## config.mk

```make
export PLATFORM = sky130hd
export DESIGN_NAME = xm23_fetch_unit
export DESIGN_NICKNAME = d
export VERILOG_FILES = /design/src/rtl/xm23_fetch_unit.sv
export SDC_FILE = /design/constraint.sdc
export NUM_CORES = 1
export LEC_CHECK = 0
export BUFFER_PORTS_ARGS = -buffer_cell sky130_fd_sc_hd__buf_4
export CORE_ASPECT_RATIO = 0.5
export CORE_MARGIN = 2
export CORE_UTILIZATION = 43
export DETAILED_ROUTE_END_ITERATION = 16
export GPL_TIMING_DRIVEN = 0
export PLACE_DENSITY = 0.84
export SYNTH_ARGS = -nofsm -noshare
export SYNTH_HDL_FRONTEND = slang
export SYNTH_SLANG_ARGS = --single-unit
export TNS_END_PERCENT = 50
```

## constraint.sdc

```tcl
create_clock -name Clock -period 1.8 [get_ports Clock]
set_input_delay 0.27 -clock Clock [delete_from_list [all_inputs] [get_ports Clock]]
set_output_delay 0.27 -clock Clock [all_outputs]
set_load 0.03 [all_outputs]
```

## src/rtl/xm23_fetch_unit.sv

```systemverilog
// XM23 instruction fetch sequencer: reads R7, drives MAR/CTRL, latches MDR into IR,
// writes PC+2 back and hands the instruction to the decoder over a valid/ack handshake.
module xm23_fetch_unit #(
  parameter logic [15:0] RESET_PC = 16'h0000
) (
  input  logic        Clock,
  input  logic        Reset_n,
  input  logic [15:0] pc_in,
  output logic [15:0] pc_out,
  output logic        pc_we,
  output logic [15:0] mar_out,
  output logic [2:0]  ctrl_out,
  input  logic        mem_rdy,
  input  logic [15:0] mdr_in,
  output logic [15:0] ir_out,
  output logic        ir_valid,
  input  logic        ir_ack,
  input  logic        run_mode,
  input  logic        step,
  input  logic        sleep,
  input  logic [15:0] bkpnt,
  input  logic        bkpnt_en,
  output logic        bkpnt_hit,
  output logic        fault,
  output logic        busy,
  output logic [2:0]  state_dbg
);

  // Handshake: ir_valid rises with a new ir_out and holds it stable; the decoder
  // raises ir_ack while ir_valid is high and ir_valid drops on the following cycle.
  // ir_ack seen while ir_valid is low has no effect.

  typedef enum logic [2:0] {
    S_IDLE  = 3'd0,
    S_ADDR  = 3'd1,
    S_READ  = 3'd2,
    S_LATCH = 3'd3,
    S_HOLD  = 3'd4,
    S_HALT  = 3'd5,
    S_FAULT = 3'd6
  } state_t;

  localparam logic [2:0] CTRL_IDLE = 3'b000;
  localparam logic [2:0] CTRL_READ = 3'b001;

  state_t state;
  state_t state_nxt;
  logic   step_q;
  logic   skip_bp;
  logic   step_edge;
  logic   go;
  logic   bp_match;
  logic   busy_nxt;

  // The PC lives in R7, so RESET_PC only documents where the first fetch lands;
  // an odd value simply faults on that fetch.
  if (RESET_PC[0]) begin : g_reset_pc_odd
  end

  assign step_edge = step & ~step_q;
  assign go        = (run_mode & ~sleep) | (~run_mode & ~sleep & step_edge);
  assign bp_match  = bkpnt_en & (pc_in == bkpnt);
  assign state_dbg = state;

  always_comb begin
    state_nxt = state;
    case (state)
      S_IDLE: begin
        if (go && bp_match && !skip_bp) begin
          state_nxt = S_HALT;
        end else if (go) begin
          state_nxt = S_ADDR;
        end
      end
      S_ADDR: begin
        if (pc_in[0]) begin
          state_nxt = S_FAULT;
        end else begin
          state_nxt = S_READ;
        end
      end
      S_READ: begin
        if (mem_rdy) begin
          state_nxt = S_LATCH;
        end
      end
      S_LATCH: begin
        state_nxt = S_HOLD;
      end
      // pc_in already holds PC+2 here, so the breakpoint test sees the next fetch address.
      S_HOLD: begin
        if (ir_ack) begin
          if (run_mode && !sleep && !bp_match) begin
            state_nxt = S_ADDR;
          end else begin
            state_nxt = S_IDLE;
          end
        end
      end
      S_HALT: begin
        if (step_edge || !bkpnt_en) begin
          state_nxt = S_ADDR;
        end
      end
      S_FAULT: begin
        state_nxt = S_FAULT;
      end
      default: begin
        state_nxt = S_IDLE;
      end
    endcase
  end

  always_comb begin
    busy_nxt = 1'b0;
    case (state_nxt)
      S_ADDR, S_READ, S_LATCH, S_HOLD: busy_nxt = 1'b1;
      default:                         busy_nxt = 1'b0;
    endcase
  end

  always_ff @(posedge Clock or negedge Reset_n) begin
    if (!Reset_n) begin
      state     <= S_IDLE;
      step_q    <= 1'b0;
      skip_bp   <= 1'b0;
      ctrl_out  <= CTRL_IDLE;
      mar_out   <= 16'h0000;
      ir_out    <= 16'h0000;
      pc_out    <= 16'h0000;
      pc_we     <= 1'b0;
      ir_valid  <= 1'b0;
      bkpnt_hit <= 1'b0;
      fault     <= 1'b0;
      busy      <= 1'b0;
    end else begin
      state    <= state_nxt;
      step_q   <= step;
      busy     <= busy_nxt;
      ctrl_out <= (state_nxt == S_READ) ? CTRL_READ : CTRL_IDLE;
      pc_we    <= 1'b0;

      if (state == S_ADDR) begin
        mar_out <= pc_in;
      end

      if (state_nxt == S_FAULT) begin
        fault <= 1'b1;
      end

      // PC write-back is issued on entry to LATCH so it leads ir_valid by one cycle.
      if (state == S_READ && mem_rdy) begin
        pc_out <= pc_in + 16'd2;
        pc_we  <= 1'b1;
      end

      if (state == S_LATCH) begin
        ir_out   <= mdr_in;
        ir_valid <= 1'b1;
        skip_bp  <= 1'b0;
      end else if (state == S_HOLD && ir_ack) begin
        ir_valid <= 1'b0;
      end

      if (state == S_IDLE && state_nxt == S_HALT) begin
        bkpnt_hit <= 1'b1;
      end

      // Leaving HALT lets the breakpoint instruction itself be fetched exactly once.
      if (state == S_HALT && state_nxt == S_ADDR) begin
        bkpnt_hit <= 1'b0;
        skip_bp   <= 1'b1;
      end
    end
  end

endmodule

```

# Yosys cells after proc, flatten, opt, wreduce, memory -nomap -nowiden
# Cells that the tools add are included.
totals:
  reg_bits: 59
  in_bits: 56
  output_inout_bits: 59
  word_cells: 70
classes:
  n_addsub: 1
  n_eq_ne: 13
  mux: 17
  bitwise_logic: 9
  n_reduce_logical: 18
op_table:
  columns: ["cell", "n"]
  rows:
  - ["case mux 3 bit (7 select lines)", 1]
  - ["== test 3 bit (second input constant)", 6]
  - ["2-to-1 mux 3 bit", 6]
  - ["adder 16 x 2 -> 16 bit (second input constant)", 1]
  - ["== test 16 bit", 1]
  - ["== test 3 x 2 -> 1 bit (second input constant)", 4]
  - ["2-to-1 mux 1 bit", 10]
  - ["logical AND 1 bit", 8]
  - ["== test 3 x 1 -> 1 bit (second input constant)", 2]
  - ["nonzero test 2 bit", 3]
  - ["AND 1 bit", 5]
  - ["logical NOT 1 bit", 4]
  - ["OR reduction 4 bit", 1]
  - ["logical NOT 3 bit", 1]
  - ["inverter 1 bit", 3]
  - ["logical OR 1 bit", 1]
  - ["OR 1 bit", 1]

# Logic depth before layout (Yosys ltp)
depth:
  ltp_word: 12
  mapped_depth: 7
  depth_no_buf: 6

# Least setup slack after synthesis
# No wires, ideal clock.
synth_path:
  path_type: "reg-to-reg"
  startpoint: "register state[0], in the netlist state_dbg[0]"
  endpoint: "register mar_out[10]"
  setup_time_ns: 0.125
  arrival_ns: 1.795
  t_required_ns: 1.675
  setup_slack_ns: -0.120
  path_stages_with_launch: 5
  n_path_buf: 2
  period_less_slack_ns: 1.920
  cell_sequence: "dfrtp_1 buf_2 nor3b_2 buf_2 mux2_2"
synth_via:
  elab_chain_cells: 1
synth_lines:
  columns: ["item", "line_no", "text"]
  rows:
  - ["from (decl)", "46", "state_t state;"]
  - ["from (signal assigned)", "137", "state <= state_nxt;"]
  - ["== test 3 x 1 -> 1 bit", "143", "if (state == S_ADDR) begin"]
  - ["to (signal assigned)", "144", "mar_out <= pc_in;"]
  - ["to (decl)", "11", "output logic [15:0] mar_out,"]
# Every way passes these cells.
# A chain may end at the register's enable or synchronous reset.

# Worst setup path after layout
layout_path:
  startpoint: "register state[2], in the netlist state_dbg[2]"
  endpoint: "register busy"
layout_via:
  elab_chain_cells: 6
  word_cells_on_any_way: 19
  classes_between: "eq/ne: 10; mux: 7; reduce/logical: 2"
layout_lines:
  columns: ["item", "line_no", "text"]
  rows:
  - ["2-to-1 mux 3 bit", "71", "end else if (go) begin"]
  - ["2-to-1 mux 3 bit", "69", "if (go && bp_match && !skip_bp) begin"]
  - ["case mux 3 bit (7 select lines) (*)", "67", "case (state)"]
  - ["== test 3 x 2 -> 1 bit (tied with other cells)", "116", "case (state_nxt)"]
  - ["OR reduction 4 bit (*)", "116", null]
  - ["2-to-1 mux 1 bit (*)", "116", null]
  - ["net busy_nxt", "53", "logic busy_nxt;"]
  - ["to (signal assigned)", "139", "busy <= busy_nxt;"]
  - ["to (decl)", "25", "output logic busy,"]
# The timed path passes the listed nets; every way through them passes the cells marked *.

==> parameters.txt <==
Parameter                              Value

Floorplan
  Core box area ... 6080 sq um
  Starting density of the core ... 44.5%
  I/O pin total ... 115
  Floorplan die height ... 60.1 microns
  Full die area ... 6990 sq um
  Horizontal die dimension ... 116 microns
  Number of rows in the core area ... 20

Global routing
  Wire length of the first global-routing pass ... 11.3 mm
  Remaining global-route overflow ... 0
  Initial antenna violation count ... 0
  Maximum number of pins on one net before global-route repair ... 60
  Gr usage total ... 21.7%
  Number of global-route vias before repair ... 2261

Detailed routing
  Total via count in the routed design ... 2306
  DRC violation count after routing ... 0
  Residual antenna-violating net count after detailed routing ... 0
  Routed wire per std cell ... 16.2 microns
  Ratio of routed vias to standard cells ... 5.15
  Violation count after the first detailed-routing iteration ... 122
  Routed Wire Length ... 7.25 mm
  First-pass iteration count of the detailed router ... 4

Synthesis
  Unique masters post-synth ... 37
  Most numerous cell types in the synthesized netlist ... dfrtp_1 (59), mux2_2 (34), xor2_1 (22)
  Cells after Synth ... 233
  Average footprint of a synthesized cell ... 11.6 sq um
  Fraction of the yosys area taken by sequential cells ... 54.5%
  Portion of synthesized cell area occupied by the leading cell type ... 54.5%
  Register bit count reported by yosys ... 59
  Cell type contributing the most total cell area after synthesis ... dfrtp_1
  Combined area of all synthesized cells ... 2710 sq um
  Cell with the most instances after synthesis ... dfrtp_1
  Number of enable-type register cells in the synthesized netlist ... 0
  Cell types with the largest area share after synthesis ... dfrtp_1 (55%), mux2_2 (14%), xor2_1 (7.1%)
  Total of warnings raised by yosys ... 0
  Most frequently used flop master after synthesis ... dfrtp_1
  Share of flip-flops with an asynchronous set or reset after synthesis ... 100%

Power and ir drop
  Share of total power consumed by net switching ... 40.8%
  Power density over cell area ... 1940 nW/um^2
  LEAKAGE ... 0.00183 uW
  Clock Power Share ... 20.5%
  Proportion of power drawn by combinational gates ... 49.3%
  Share of power burned in registers ... 30.2%
  Pint ... 4560 uW
  VDD IR max ... 0.000772 V
  Switching power summed over all nets ... 3140 uW

Clock network
  CTS Buffer Depth ... 2
  Number of clock sinks ... 59
  Clock tree from TritonCTS ... yes
  Clock buffer count from CTS ... 9
  Buffer type at the clock tree root ... clkbuf_16
  Maximum level of the CTS H-tree ... 3
  Worst-path clk slew ... 0.05 ns
  Clock Latency Late Sink ... 0.32 ns

STA
  Hold Fails Final Rpt ... 0
  Final setup viols ... 0
  Upper clock frequency limit ... 577 MHz
  Worst-case headroom to the max-slew limit ... 52.3%
  Final period utilization ... 96.3%
  Clock period minus worst slack ... 1.73 ns
  Max Clock Skew ... 0.00697 ns
  Count of pins over their slew limit ... 0
  Slew @ Worst Pin ... 0.716 ns

Cells and area
  Multi-input logic area ... 1180 sq um
  Antenna diode instance count ... 0
  Number of standard cells in the final layout excluding fillers ... 448
  Share of the core filled with cells ... 65.3%
  Post-synthesis to final-layout area growth ... 46.7%
  Fin nets ... 413
  Fraction of final layout cells sized beyond drive strength 1 ... 49.4%
  Register Area ... 1480 sq um
  Fillers ... 444

Critical path
  Nature of the critical path endpoint ... flip-flop
  Startpoint of the worst register-to-register path ... state_dbg[2]
  Setup slack of the most critical reg-to-reg path ... 0.07 ns
  Crit path launch type ... flip-flop
  Worst Reg-to-Reg Cells ... 6
  Most numerous cell on the critical path ... o21ai_0
  Cell at the slowest stage of the critical path ... or4_1
  Critical Path, Cell by Cell ... clkbuf_2 > nor2_1 > o21ai_0 > or4_1 > o21ai_0 > a211oi_2
  Data arrival time at the worst-slack endpoint ... 1.91 ns
  Largest driver fanout on the critical path ... 9
  Required time worst endpoint ... 1.98 ns
  R2r endpoint ... busy
  Delay contributed by the slowest stage of the critical path ... 0.48 ns
  Kind of critical path ... reg -> reg

Place
  Detailed-placement wirelength estimate ... 5.15 mm
  RD Place Congestion ... 0.807
  IO buf count ... 109
  Total placed cells including tap cells ... 431

Run
  Max capacitance violation total ... 0

Worst hold path
  Kind of path behind the tightest hold check ... in -> async

Status
  Result of the run ... complete, no violations
## critical path, delay by kind of cell, from the launching register on
family                 cells  cell delay, ns
AOI/OAI and AO/OA          3            0.40
buffers and inverters      1            0.20
DFF                        1            0.37
and+or+nand+nor            2            0.62
## metrics by stage
stage | worst slack [ns] | TNS [ns] | instance area [sq um] | hold slack [ns] | power (uW)
6_report | 0.0661 | 0 | 3970 | 0.00311 | 7700
5_1_grt | -0.00345 | -0.00479 | 3970 | 0.0632 | 8070
3_5_place_dp | -0.214 | -2.17 | 3650 | 0.384 | 6040
3_3_place_gp | -0.204 | -0.987 | 3650 | 0.365 | 5920
4_1_cts | 0.0149 | 0 | 3950 | 0.0432 | 7690
2_1_floorplan | 0.0160 | 0 | 2720 | -0.0256 | 4590
## how the worst max path moves through the flow
stage                  from           end  cells past startpoint
6_report       state_dbg[2]          busy                      6
4_1_cts        state_dbg[2]    ir_out[11]                      4
3_5_place_dp       pc_in[8]  state_dbg[0]                      6
5_1_grt        state_dbg[2]     pc_out[2]                      5
2_1_floorplan  state_dbg[1]          busy                      5
3_3_place_gp       pc_in[8]  state_dbg[0]                      6
## power groups by stage
stage	registers [uW]	clock network [uW]	logic (uW)
floorplan	3520	0	1070
global placement	2280	0	3640
detailed placement	2330	0	3710
CTS	2320	1600	3770
global route	2390	1670	4020
finish	2320	1580	3800
## repair_timing
action,4_1_cts,5_1_grt
cloned,0,0
setup endpoints to repair,20,22
hold buffers,0,0
gates resized for setup,3,8
pin swaps,1,0
buffers inserted,1,1
## final cells by class
cell class / instances / area share (%)
Sequential cell: 59 / 37.2
Inverter: 3 / 0.283
Tap cell: 88 / 2.77
Clock inverter: 2 / 0.252
Clock buffer: 13 / 6.80
Multi-Input combinational cell: 158 / 29.8
Buffer: 14 / 1.89
Timing Repair Buffer: 111 / 21.0
## sequential cells by signal, summed over array words and instances (netlist names)
| name | flops |
|---|---|
| ir_out | 16 |
| mar_out | 16 |
| pc_out | 16 |
| state_dbg | 3 |
| bkpnt_hit | 1 |
| busy | 1 |
| ctrl_out | 1 |
| fault | 1 |
| ir_valid | 1 |
| pc_we | 1 |
| skip_bp | 1 |
| step_q | 1 |
## kinds of logic after synthesis
| family | after synthesis | share of synthesized area (%) |
|---|---|---|
| simple gates | 62 | 12.1 |
| flops | 59 | 54.5 |
| mux | 34 | 14.1 |
| compound gates | 30 | 6.47 |
| xor+xnor | 29 | 9.38 |
| buf+inv | 17 | 2.86 |
| fa+ha+maj | 1 | 0.462 |
| other cells | 1 | 0.138 |
## layer usage
metal	vias up	wire length [microns]	global-route usage, %
li1	1059	-	-
met1	1138	2780	25.9
met2	97	3890	38.4
met3	12	480	5.38
met4	0	98	8.84
met5	-	0	0
## layout by cell type, fill, tap and decap left out, types with 3 or more instances in the layout
cell	n
o21ai_0	8
nand2_1	10
nand2b_1	3
and2_1	3
clkbuf_1	4
buf_2	4
dfrtp_1	58
nand3_1	5
buf_4	113
nor4_1	3
a21oi_1	14
xnor2_1	7
nor3_1	4
nor2_1	17
clkbuf_16	9
inv_1	3
mux2_2	34
clkbuf_8	3
xor2_1	22
nand4_1	5
(Power assumes the default switching activity.)
